<file path="src/rtl/cordiv_array.sv">
// Array of correlated-bitstream (CORDIV) stochastic dividers sharing one LFSR for history selection.
// Define CORDIV_CNT_EN to compile in the per-channel ones-counter with its cnt_* ports.
module cordiv_array #(
  parameter  int NCH     = 4,
  parameter  int SRDEPTH = 4,
  parameter  int CNTW    = 8,
  localparam int SELW    = $clog2(SRDEPTH)
) (
  input  logic                  clk,
  input  logic                  rst,
  input  logic                  en,
  input  logic                  sel_mode,
  input  logic [NCH*SELW-1:0]   sel,
  input  logic [NCH-1:0]        dividend,
  input  logic [NCH-1:0]        divisor,
  output logic [NCH-1:0]        quotient
`ifdef CORDIV_CNT_EN
  ,
  input  logic                  cnt_start,
  output logic                  cnt_busy,
  output logic                  cnt_done,
  output logic [NCH*(CNTW+1)-1:0] cnt_val
`endif
);

  if (NCH < 1 || NCH > 8 || SRDEPTH < 2 || SRDEPTH > 16 || CNTW < 4 || CNTW > 16) begin : g_bad_param
    $error("cordiv_array: parameter out of range");
  end

  function automatic logic [7:0] lfsr_next(input logic [7:0] v);
    return {v[6:0], v[7] ^ v[5] ^ v[4] ^ v[3]};
  endfunction

  function automatic logic [7:0] rotr8(input logic [7:0] v, input logic [2:0] n);
    logic [15:0] d;
    d = {v, v} >> n;
    return d[7:0];
  endfunction

  function automatic logic [SELW-1:0] clamp_idx(input logic [SELW-1:0] raw);
    if ({1'b0, raw} >= (SELW+1)'(SRDEPTH))
      return (SELW)'(SRDEPTH - 1);
    return raw;
  endfunction

  logic [7:0] lfsr;

  // Shared selector LFSR: advances on every enabled edge regardless of sel_mode
  always_ff @(posedge clk or posedge rst) begin
    if (rst)
      lfsr <= 8'hA5;
    else if (en)
      lfsr <= lfsr_next(lfsr);
  end

  for (genvar i = 0; i < NCH; i++) begin : g_ch
    logic [SRDEPTH-1:0] sr;
    logic [7:0]         rot;
    logic [SELW-1:0]    raw;
    logic [SELW-1:0]    idx;
    logic               q;

    always_comb begin
      rot = rotr8(lfsr, 3'(i));
      raw = sel_mode ? rot[SELW-1:0] : sel[i*SELW +: SELW];
      idx = clamp_idx(raw);
      q   = divisor[i] ? dividend[i] : sr[idx];
    end

    assign quotient[i] = q;

    // History only records cycles where the divisor bit was present
    always_ff @(posedge clk or posedge rst) begin
      if (rst)
        sr <= '0;
      else if (en && divisor[i])
        sr <= {sr[SRDEPTH-2:0], q};
    end
  end

`ifdef CORDIV_CNT_EN
  logic [CNTW-1:0] win;
  logic [CNTW:0]   acc     [NCH];
  logic [CNTW:0]   acc_nxt [NCH];
  logic            start_ok;
  logic            last_add;

  always_comb begin
    start_ok = !cnt_busy && cnt_start;
    last_add = cnt_busy && en && (win == '1);
    for (int i = 0; i < NCH; i++)
      acc_nxt[i] = acc[i] + (CNTW+1)'(quotient[i]);
  end

  // Window control; the final add lands directly in cnt_val on the completing edge
  always_ff @(posedge clk or posedge rst) begin
    if (rst) begin
      cnt_busy <= 1'b0;
      cnt_done <= 1'b0;
      win      <= '0;
      cnt_val  <= '0;
    end else begin
      cnt_done <= last_add;
      if (start_ok) begin
        cnt_busy <= 1'b1;
        win      <= '0;
      end else if (cnt_busy && en) begin
        win <= win + 1'b1;
        if (last_add)
          cnt_busy <= 1'b0;
      end
      if (last_add)
        for (int i = 0; i < NCH; i++)
          cnt_val[i*(CNTW+1) +: CNTW+1] <= acc_nxt[i];
    end
  end

  always_ff @(posedge clk) begin
    for (int i = 0; i < NCH; i++) begin
      if (start_ok)
        acc[i] <= '0;
      else if (cnt_busy && en)
        acc[i] <= acc_nxt[i];
    end
  end
`endif

endmodule
</file>
<file path="config.mk">
export PLATFORM = sky130hd
export DESIGN_NAME = cordiv_array
export DESIGN_NICKNAME = d
export VERILOG_FILES = /design/src/rtl/cordiv_array.sv
export SDC_FILE = /design/constraint.sdc
export NUM_CORES = 1
export LEC_CHECK = 0
export ABC_CLOCK_PERIOD_IN_PS = 4180
export CORE_MARGIN = 4
export CORE_UTILIZATION = 50
export CTS_CLUSTER_SIZE = 40
export DETAILED_ROUTE_END_ITERATION = 16
export PLACE_DENSITY = 0.77
export SYNTH_ARGS = -nofsm -noshare
export SYNTH_HDL_FRONTEND = slang
export SYNTH_SLANG_ARGS = --single-unit
</file>
<file path="constraint.sdc">
create_clock -name clk -period 4.18 [get_ports clk]
set_input_delay 1.045 -clock clk [delete_from_list [all_inputs] [get_ports clk]]
set_output_delay 1.045 -clock clk [all_outputs]
set_load 0.02 [all_outputs]
</file>
==> reports/metrics.csv, run 1 <==
stage,metric,value,unit
status,status,finished clean,
sta,setup_viol,0,
finish,multi_input_area,589,µm²
floorplanning,start_util,0.547,
setup_path,crit_required,3.13,ns
finish,fillCellCount,190,
drt,wl_per_cell,14.7,µm
logic_synthesis,ys_seq_area_frac,0.482,
global_route,grt_pass1_wl,3910,µm
cts,cts_tree,yes,
logic_synthesis,synth_top_family_by_area,multiplexers,
finish,final_util,0.669,
sta,hold_viol,0,
pwr,powerDensity,551,mW/mm²
logic_synthesis,synth.cell_area,0.00126,mm²
setup_path,crit_start,sel[0],
floorplanning,die_h,58.2,µm
drt,wl,2240,µm
setup_path,end_kind,output pin,
logic_synthesis,synth_adder_area_share,0,
global_route,grt_pass1_vias,883,
cts,clk_pin_slew,0.12,ns
pwr,p_leak,0.639,nW
cts,clockBufferDepth,2,
finish,nets,145,
logic_synthesis,yosys.area_share.simple,0.0726,
sta,holdWs,0.518,ns
sta,skew,0.00116,ns
drt,drtAntennaViolNets,0,
worst_hold_path,hp-class,flop to flop,
global_route,grt_antenna_before_repair,0,
setup_path,reg2reg_slack,3.18,ns
setup_path,r2r-start,g_ch[0].rot[5],
logic_synthesis,post-synth-top-area-cell,dfrtp_1,
cts,clk_latency,0.30,ns
logic_synthesis,yosys_warnings,0,
setup_path,crit_path_start_kind,input port,
cts,cts_sinks,24,
logic_synthesis,ys_ff_latch,24,
drt,drc,0,
logic_synthesis,synth_fp_nets,122,
floorplanning,fp.dieW,58.2,µm
sta,rsz0062_at_grt,no,
logic_synthesis,avgSynthCellArea,12.3,µm²
logic_synthesis,synthMuxAreaShare,0.307,
logic_synthesis,netlist_instances,102,
sta,fin_crit_sh,0.966,
setup_path,worstPathArrival,2.99,ns
finish,area_growth,22.3,%
drt,vias,822,
global_route,grt_start_max_net_pins,25,
drt,via_per_inst,5.41,
finish,layout-drive-gt1-share,0.298,
setup_path,reg2reg_depth,3,
placed_design,gp_congestion,0.788,
finish,antennaDiodeCount,0,
drt,dr.first_iter.drc_count,17,
floorplanning,die-area,0.00338,mm²
flow_run,maxCapViolCount,0,
floorplanning,core-area,0.00230,mm²
setup_path,cp_max_fo,1,
sta,period_needed,4.04,ns
setup_path,endpoint,quotient[0],
global_route,grt_usage,0.150,
logic_synthesis,synth_xor_xnor_area_share,0.0209,
cts,htreeDepth,1,
global_route,grt-ovfl-total,0,
logic_synthesis,synth_compound_area_frac,0.0677,
finish,regArea,606,µm²
pwr,ir_drop,0.411,mV
sta,max_freq,248,MHz
sta,slew_headroom,0.434,
setup_path,crit_type,input port to output pin,
logic_synthesis,synth_top_cell_area_share,0.398,
logic_synthesis,synth.area.top_cells,"dfrtp_1 40%, mux2_2 22%, dfstp_2 8.4%",
sta,drv_slew,0,
floorplanning,fp-row-count,17,
logic_synthesis,synth_cell_types,19,
placed_design,dp_hpwl,1750,µm
sta,tns,0,ns
placed_design,numPortBuffers,23,
setup_path,r2r_end,g_ch[0].rot[0],
cts,numCtsBuffers,3,
sta,tightest_slew,0.848,ns
floorplanning,ios,24,
drt,dr.pass1.iters,3,
cts,root_buffer,clkbuf_4,
registers in the layout, indices dropped and copies added (netlist names):
| signal | flops |
|---|---|
| g_ch.rot | 8 |
| g_ch.sr | 16 |
power by group:
group | switching [mW] | total, mW | leakage [nW] | internal, mW
Combinational | 0.105 | 0.283 | 0.334 | 0.177
Sequential | 0.0731 | 0.403 | 0.277 | 0.330
Clock | 0.0646 | 0.161 | 0.0279 | 0.0968
critical path, cell delays in order:
cell and delay [ns]:
clkdlybuf4s50_1 0.41, mux2i_1 0.19, mux4_2 0.53, mux2_2 0.27
clkdlybuf4s50_1 0.54
cells by family after synthesis:
kind of cell,count (synthesis)
and+or+nand+nor,19
buffers and inverters,10
muxes,33
xor gates and xnor gates,3
AOI/OAI and AO/OA,13
DFF,24
cells in the mapped netlist:
| cell type | count |
|---|---|
| dfrtp_1 | 20 |
| o21bai_1 | 2 |
| mux4_2 | 2 |
| buf_4 | 4 |
| nor2b_1 | 6 |
| inv_1 | 3 |
| o311ai_0 | 2 |
| nor2_1 | 5 |
| nand2_1 | 6 |
| dfstp_2 | 4 |
| a21oi_1 | 5 |
| o21ai_0 | 2 |
| xnor2_1 | 3 |
| buf_6 | 1 |
| buf_2 | 2 |
| mux2_2 | 25 |
| o32ai_1 | 2 |
| nand2b_1 | 2 |
| mux2i_1 | 6 |
through the flow:
stage	std cells	setup slack [ns]	instance area [µm²]	power (mW)
after floorplan	102	0.864	1260	0.616
after global placement	148	-0.103	1490	0.673
after detailed placement	148	-0.123	1490	0.693
after CTS	152	0.107	1540	0.857
after global routing	152	0.0210	1540	0.911
final	152	0.143	1540	0.847
how the worst min path moves through the flow:
stage / from / end / slack, ns / cells past startpoint
after floorplan: g_ch[3].sr[3] / g_ch[3].sr[3] / 0.47 / 1
after global placement: g_ch[0].rot[6] / g_ch[0].rot[7] / 0.48 / 1
after detailed placement: g_ch[0].sr[3] / g_ch[0].sr[3] / 0.49 / 1
after CTS: g_ch[0].rot[0] / g_ch[0].rot[0] / 0.52 / 2
after global routing: g_ch[0].rot[6] / g_ch[0].rot[6] / 0.55 / 1
final: g_ch[0].rot[6] / g_ch[0].rot[6] / 0.52 / 1
cells in the final DEF, fill, tap and decap left out:
master	count
dfrtp_1	20
mux2_2	25
clkbuf_4	3
dlygate4sd2_1	1
nand2b_1	2
nor2_1	5
a21oi_1	5
xnor2_1	3
mux2i_1	6
buf_4	2
o311ai_0	2
inv_1	3
nand2_1	6
nor2b_1	6
dfstp_2	4
mux4_2	2
o21ai_0	2
o21bai_1	2
o32ai_1	2
clkdlybuf4s50_1	22
bufinv_16	1
metal layers:
| metal | share of wire | up-vias | wire length [µm] | global-route usage |
|---|---|---|---|---|
| met5 | 0 | - | 0 | 0 |
| met2 | 0.52 | 17 | 1170 | 0.258 |
| met4 | 0.011 | 0 | 24 | 0.0728 |
| met1 | 0.42 | 395 | 933 | 0.177 |
| met3 | 0.050 | 4 | 111 | 0.0290 |
| li1 | - | 406 | - | - |
area by class of cell:
cell class | instances | area share
clock inverter | 1 | 0.0195
multi-input combinational | 68 | 0.383
tap | 28 | 0.0228
inverter | 3 | 0.00732
sequential | 24 | 0.394
timing repair buffer | 25 | 0.159
clock buffer | 3 | 0.0146
timing repair:
| item | CTS | global route |
|---|---|---|
| hold buffers | 0 | 0 |
| endpoints found under the setup margin | 3 | 0 |
| buffers inserted | 0 | 0 |
| hold endpoints to repair | 0 | 0 |
| gates resized for setup | 1 | 0 |
(Power assumes the default switching activity.)
==> run 2, diff against run 1 <==
--- a/config.mk
+++ b/config.mk
@@ -6,7 +6,6 @@
 export NUM_CORES = 1
 export LEC_CHECK = 0
 export ABC_CLOCK_PERIOD_IN_PS = 4180
-export CORE_MARGIN = 4
 export CORE_UTILIZATION = 50
 export CTS_CLUSTER_SIZE = 40
 export DETAILED_ROUTE_END_ITERATION = 16
==> run 2 against run 1 <==
Against the previous run: non-clock buffer count unchanged; hold slack got worse by 0.0012 ns; register-to-register slack about the same; highest routed layer unchanged; first-iteration DRC count decreased by 29%; sequential power about the same; via count increased by 1.7%; largest cell class unchanged; utilization unchanged; final area unchanged; global-route usage increased by 3.2 points; critical path depth unchanged.
==> reports/metrics.csv, run 2 (synthesis results as in run 1) <==
stage,metric,value,unit,change
pwr,p_sw,0.243,mW,about the same
status,status,finished clean,,unchanged
sta,hold_viol,0,,unchanged
floorplanning,die-area,0.00272,mm²,was 0.00338 mm²
sta,skew,0.00470,ns,was 0.00116 ns
pwr,p_leak,0.647,nW,was 0.639 nW
placed_design,gp_congestion,0.714,,was 0.788
sta,drv_slew,0,,unchanged
drt,dr.first_iter.drc_count,12,,was 17
cts,clk_pin_slew,0.12,ns,about the same
drt,dr.pass1.iters,4,,was 3
drt,wl_per_cell,14.0,µm,was 14.7 µm
global_route,grt_start_max_net_pins,25,,unchanged
global_route,grt_antenna_before_repair,0,,unchanged
pwr,p_clk_frac,0.147,,was 0.190
placed_design,numPortBuffers,23,,unchanged
worst_hold_path,holdPathStages,1,,unchanged
floorplanning,core-area,0.00230,mm²,unchanged
drt,drtAntennaViolNets,0,,unchanged
global_route,grtUsageMet2,0.318,,was 0.258
global_route,grt-ovfl-total,0,,unchanged
sta,rsz0062_at_grt,no,,unchanged
sta,slew_headroom,0.411,,was 0.434
setup_path,crit_path_start_kind,input port,,unchanged
global_route,grt_pass1_vias,845,,was 883
pwr,p_sw_frac,0.302,,was 0.287
cts,cts_tree,yes,,unchanged
finish,largest_register_ff_count,16,,unchanged
finish,fin_area,0.00154,mm²,unchanged
pwr,ir_drop,0.373,mV,was 0.411 mV
global_route,grt_pass1_wl,3490,µm,was 3910 µm
worst_hold_path,hp-class,flop to flop,,unchanged
floorplanning,start_util,0.547,,unchanged
sta,tightest_slew,0.883,ns,was 0.848 ns
finish,layout_commonest_cell,mux2_2,,unchanged
placed_design,postPlaceCellArea,0.00149,mm²,unchanged
setup_path,reg2reg_slack,3.19,ns,was 3.18 ns
sta,fin_crit_sh,0.968,,was 0.966
cts,clk_latency,0.31,ns,was 0.30 ns
setup_path,worstPathArrival,3.00,ns,was 2.99 ns
global_route,top_usage_layer,met2,,unchanged
floorplanning,ios,24,,unchanged
cts,cts_sinks,24,,unchanged
global_route,use_met3,0.0263,,was 0.0290
finish,final_cell_mix,"25 x mux2_2, 20 x dfrtp_1, 20 x clkdlybuf4s50_1",,"was 25 x mux2_2, 22 x clkdlybuf4s50_1, 20 x dfrtp_1"
setup_path,slowest_stage,clkdlybuf4s50_1,,unchanged
setup_path,path_cells,"clkdlybuf4s50_1, mux2i_1, mux4_2, mux2_2, dlygate4sd2_1",,"was clkdlybuf4s50_1, mux2i_1, mux4_2, mux2_2, clkdlybuf4s50_1"
cts,cts_setup_buffers,0,,unchanged
setup_path,crit_required,3.13,ns,about the same
finish,top_register,g_ch.sr,,unchanged
global_route,grt_usage,0.182,,was 0.150
finish,fillCellCount,184,,was 190
sta,max_freq,247,MHz,was 248 MHz
pwr,p_comb_frac,0.352,,was 0.334
cts,root_buffer,clkbuf_4,,unchanged
finish,area_growth,22.3,%,unchanged
cts,htreeDepth,1,,unchanged
cts,numCtsBuffers,3,,unchanged
floorplanning,fp-row-count,17,,unchanged
sta,period_needed,4.05,ns,was 4.04 ns
floorplanning,die_h,52.2,µm,was 58.2 µm
setup_path,crit_type,input port to output pin,,unchanged
flow_run,maxCapViolCount,0,,unchanged
drt,wl,2120,µm,was 2240 µm
finish,final_util,0.669,,unchanged
sta,setup_viol,0,,unchanged
finish,layout-drive-gt1-share,0.315,,was 0.298
pwr,internal_power,0.560,mW,was 0.604 mW
pwr,powerDensity,522,mW/mm²,was 551 mW/mm²
setup_path,slowest_delay,0.58,ns,was 0.54 ns
floorplanning,fp.dieW,52.2,µm,was 58.2 µm
placed_design,dp_hpwl,1570,µm,was 1750 µm
setup_path,reg2reg_depth,3,,unchanged
drt,drc,0,,unchanged
setup_path,end_kind,output pin,,unchanged
drt,via_per_inst,5.50,,was 5.41
pwr,p_seq_frac,0.501,,was 0.476
drt,vias,836,,was 822
setup_path,cp_max_fo,4,,was 1
finish,nets,145,,unchanged
finish,antennaDiodeCount,0,,unchanged
cts,clockBufferDepth,2,,unchanged
global_route,grt_util_met1,0.214,,was 0.177
==> run 2: cell count changes in the layout (fill, tap and decap cells not counted), sizes merged <==
cell | previous run | this run
clkdlybuf4s50 | 22 | 20
bufinv | 1 | 0
clkbuf | 3 | 4
dlygate4sd2 | 1 | 2
dlymetal6s2s | 0 | 1
==> run 2: timing repair <==
item	in CTS	in global routing
resized for setup	2	3
hold buffers	0	0
endpoints found under the setup margin	2	2
==> run 2: final cells by class <==
cell class              count  area (µm²)  share of cell area
flip-flops and latches     24         606               0.394
multi-input cells          68         604               0.393
repair buffers             25         245               0.159
clock buffers               4        36.3              0.0236
well taps                  28        35.0              0.0228
inverters                   3        11.3             0.00732
==> run 2: layer usage <==
layer / wire, µm / up-vias
li1: - / 407
met4: 43 / 0
met1: 951 / 408
met2: 1050 / 16
met5: 0 / -
met3: 73 / 5
==> run 2: final timing paths <==
check | start | endpoint
max | sel_mode | quotient[0]
min | g_ch[0].rot[6] | g_ch[0].rot[6]
max reg2reg | g_ch[0].rot[5] | g_ch[0].rot[0]
min reg2reg | g_ch[0].rot[6] | g_ch[0].rot[6]
max in group asynchronous | rst | g_ch[3].sr[3]
min in group asynchronous | rst | g_ch[0].sr[1]
==> run 2: power groups by stage <==
stage	Clock (mW)	Sequential (mW)	Combinational, mW
after CTS	0.125	0.401	0.278
after global placement	0	0.402	0.272
after detailed placement	0	0.407	0.281
after floorplan	0	0.384	0.232
final	0.118	0.402	0.282
after global routing	0.130	0.417	0.314
==> run 2: worst max-delay path, delay by kind of cell <==
kind,cells,cell delay [ns]
buffers and inverters,2,0.90
muxes,3,1.05
==> run 2: per-stage QoR <==
step,worst slack (ns),cells,power [mW],hold slack [ns],TNS [ns]
3_3_place_gp,-0.101,148,0.674,0.483,-0.200
3_5_place_dp,-0.106,148,0.688,0.489,-0.188
5_1_grt,0.0328,152,0.861,0.531,0
4_1_cts,0.0189,152,0.804,0.522,0
2_1_floorplan,0.864,102,0.616,0.475,0
6_report,0.135,152,0.802,0.517,0
==> run 3, diff against run 2 <==
--- a/config.mk
+++ b/config.mk
@@ -6,10 +6,11 @@
 export NUM_CORES = 1
 export LEC_CHECK = 0
 export ABC_CLOCK_PERIOD_IN_PS = 4180
-export CORE_UTILIZATION = 50
-export CTS_CLUSTER_SIZE = 40
+export CORE_UTILIZATION = 54
+export CTS_CLUSTER_SIZE = 14
 export DETAILED_ROUTE_END_ITERATION = 16
-export PLACE_DENSITY = 0.77
+export PLACE_DENSITY = 0.83
+export SLEW_MARGIN = 20
 export SYNTH_ARGS = -nofsm -noshare
 export SYNTH_HDL_FRONTEND = slang
 export SYNTH_SLANG_ARGS = --single-unit
==> run 3 against run 2 <==
Against the previous run: clock power up 39%; sequential share of layout area down 0.096 points; routed wire length up 3.3%; via count unchanged; die area down 7.1%; global-route usage up 1.5 points; register-to-register slack about the same; final area up 0.24%; clock skew about the same; total power up 5.0%; flip-flop and latch count unchanged; first-iteration DRC count down 33%; critical endpoint unchanged.
==> reports/metrics.csv, run 3 (synthesis results as in run 1) <==
stage,metric,value,unit,change
sta,setup_viol,0,,unchanged
global_route,grt_usage,0.196,,was 0.182
drt,vias,836,,unchanged
placed_design,numPortBuffers,23,,unchanged
cts,htreeDepth,1,,unchanged
setup_path,crit_type,input port to output pin,,unchanged
finish,layout_commonest_cell,mux2_2,,unchanged
setup_path,end_kind,output pin,,unchanged
floorplanning,die_h,50.3,µm,was 52.2 µm
setup_path,crit_required,3.13,ns,about the same
sta,skew,0.00444,ns,was 0.00470 ns
sta,period_needed,4.04,ns,was 4.05 ns
global_route,grt_pass1_vias,889,,was 845
pwr,powerDensity,547,mW/mm²,was 522 mW/mm²
drt,drc,0,,unchanged
finish,final_util,0.697,,was 0.669
cts,cts_sinks,24,,unchanged
drt,via_per_inst,5.50,,unchanged
sta,rsz0062_at_grt,no,,unchanged
cts,clockBufferDepth,2,,unchanged
finish,layout-drive-gt1-share,0.298,,was 0.315
floorplanning,core-area,0.00221,mm²,was 0.00230 mm²
placed_design,dp_cells,148,,unchanged
global_route,grt_pass1_wl,3640,µm,was 3490 µm
sta,drv_slew,0,,unchanged
setup_path,crit_path_start_kind,input port,,unchanged
finish,antennaDiodeCount,0,,unchanged
drt,dr.pass1.iters,3,,was 4
sta,tns,0,ns,unchanged
floorplanning,die-area,0.00253,mm²,was 0.00272 mm²
finish,fin_cells,152,,unchanged
finish,top_register,g_ch.sr,,unchanged
cts,ctsHoldBuffers,0,,unchanged
finish,area_growth,22.6,%,was 22.3%
global_route,grt_antenna_before_repair,0,,unchanged
finish,fillCellCount,176,,was 184
pwr,p_leak,0.657,nW,was 0.647 nW
finish,multi_input_area,589,µm²,was 604 µm²
floorplanning,start_util,0.568,,was 0.547
drt,wl,2190,µm,was 2120 µm
drt,wl_per_cell,14.4,µm,was 14.0 µm
drt,dr.first_iter.drc_count,8,,was 12
cts,clk_latency,0.31,ns,about the same
placed_design,gp_congestion,0.761,,was 0.714
sta,max_freq,247,MHz,about the same
placed_design,dp_hpwl,1650,µm,was 1570 µm
floorplanning,fp-row-count,17,,unchanged
floorplanning,ios,24,,unchanged
pwr,ir_drop,0.336,mV,was 0.373 mV
sta,slew_headroom,0.423,,was 0.411
cts,clk_pin_slew,0.13,ns,was 0.12 ns
cts,numCtsBuffers,3,,unchanged
finish,largest_register_ff_count,16,,unchanged
setup_path,cp_max_fo,4,,unchanged
sta,tightest_slew,0.864,ns,was 0.883 ns
flow_run,maxCapViolCount,0,,unchanged
worst_hold_path,hp-class,flop to flop,,unchanged
pwr,finalPower,0.842,mW,was 0.802 mW
cts,root_buffer,clkbuf_4,,unchanged
floorplanning,fp.dieW,50.3,µm,was 52.2 µm
finish,final_cell_mix,"25 x mux2_2, 20 x dfrtp_1, 19 x clkdlybuf4s50_1",,"was 25 x mux2_2, 20 x dfrtp_1, 20 x clkdlybuf4s50_1"
sta,hold_viol,0,,unchanged
finish,nets,145,,unchanged
setup_path,worstPathArrival,3.00,ns,about the same
cts,cts_tree,yes,,unchanged
status,status,finished clean,,unchanged
global_route,grt-ovfl-total,0,,unchanged
global_route,grt_start_max_net_pins,25,,unchanged
drt,drtAntennaViolNets,0,,unchanged
finish,regArea,606,µm²,unchanged
sta,fin_crit_sh,0.967,,was 0.968
run 3: report_power, final:
group          leakage [nW]  switching [mW]  internal (mW)
sequential            0.277          0.0728          0.330
combinational         0.352           0.104          0.172
clock                0.0279          0.0672         0.0969
run 3: metal layers:
metal,vias up,global-route usage,wire [µm]
li1,402,-,-
met1,414,0.244,989
met2,18,0.327,1110
met3,2,0.0394,80
met4,0,0.0905,19
met5,-,0,0
run 3: path summary, 6_finish.rpt:
check                               start             end  slack [ns]  cells after the start
max reg2reg                g_ch[0].rot[5]  g_ch[0].rot[0]        3.18                      3
max in group asynchronous             rst   g_ch[1].sr[1]        2.45                      2
min                        g_ch[0].rot[6]  g_ch[0].rot[6]        0.52                      1
max                              sel_mode     quotient[0]        0.14                      5
min in group asynchronous             rst  g_ch[0].rot[4]        1.20                      2
min reg2reg                g_ch[0].rot[6]  g_ch[0].rot[6]        0.52                      1
run 3: layout make-up:
cell class                      instances  share of cell area
Clock buffer                            3              0.0146
Clock inverter                          1              0.0195
Inverter                                3             0.00731
Multi-Input combinational cell         68               0.382
Sequential cell                        24               0.393
Tap cell                               28              0.0227
Timing Repair Buffer                   25               0.161
run 3: worst max-delay path: stages:
cell and delay, ns:
clkdlybuf4s50_1 0.58, mux2i_1 0.25, mux4_2 0.53, mux2_2 0.27, dlygate4sd2_1 0.32
run 3: timing repair:
item	in CTS	in global routing
pin swaps	0	0
setup buffers	0	0
gates resized for setup	2	2
setup endpoints to repair	2	2
run 3: metrics by stage:
step                      hold WS, ns  instance area (µm²)  worst slack [ns]
after global routing            0.553                 1540            0.0707
after detailed placement        0.494                 1490            -0.106
after global placement          0.484                 1490           -0.0887
after floorplan                 0.475                 1260             0.864
final                           0.524                 1540             0.138
after CTS                       0.529                 1540            0.0286
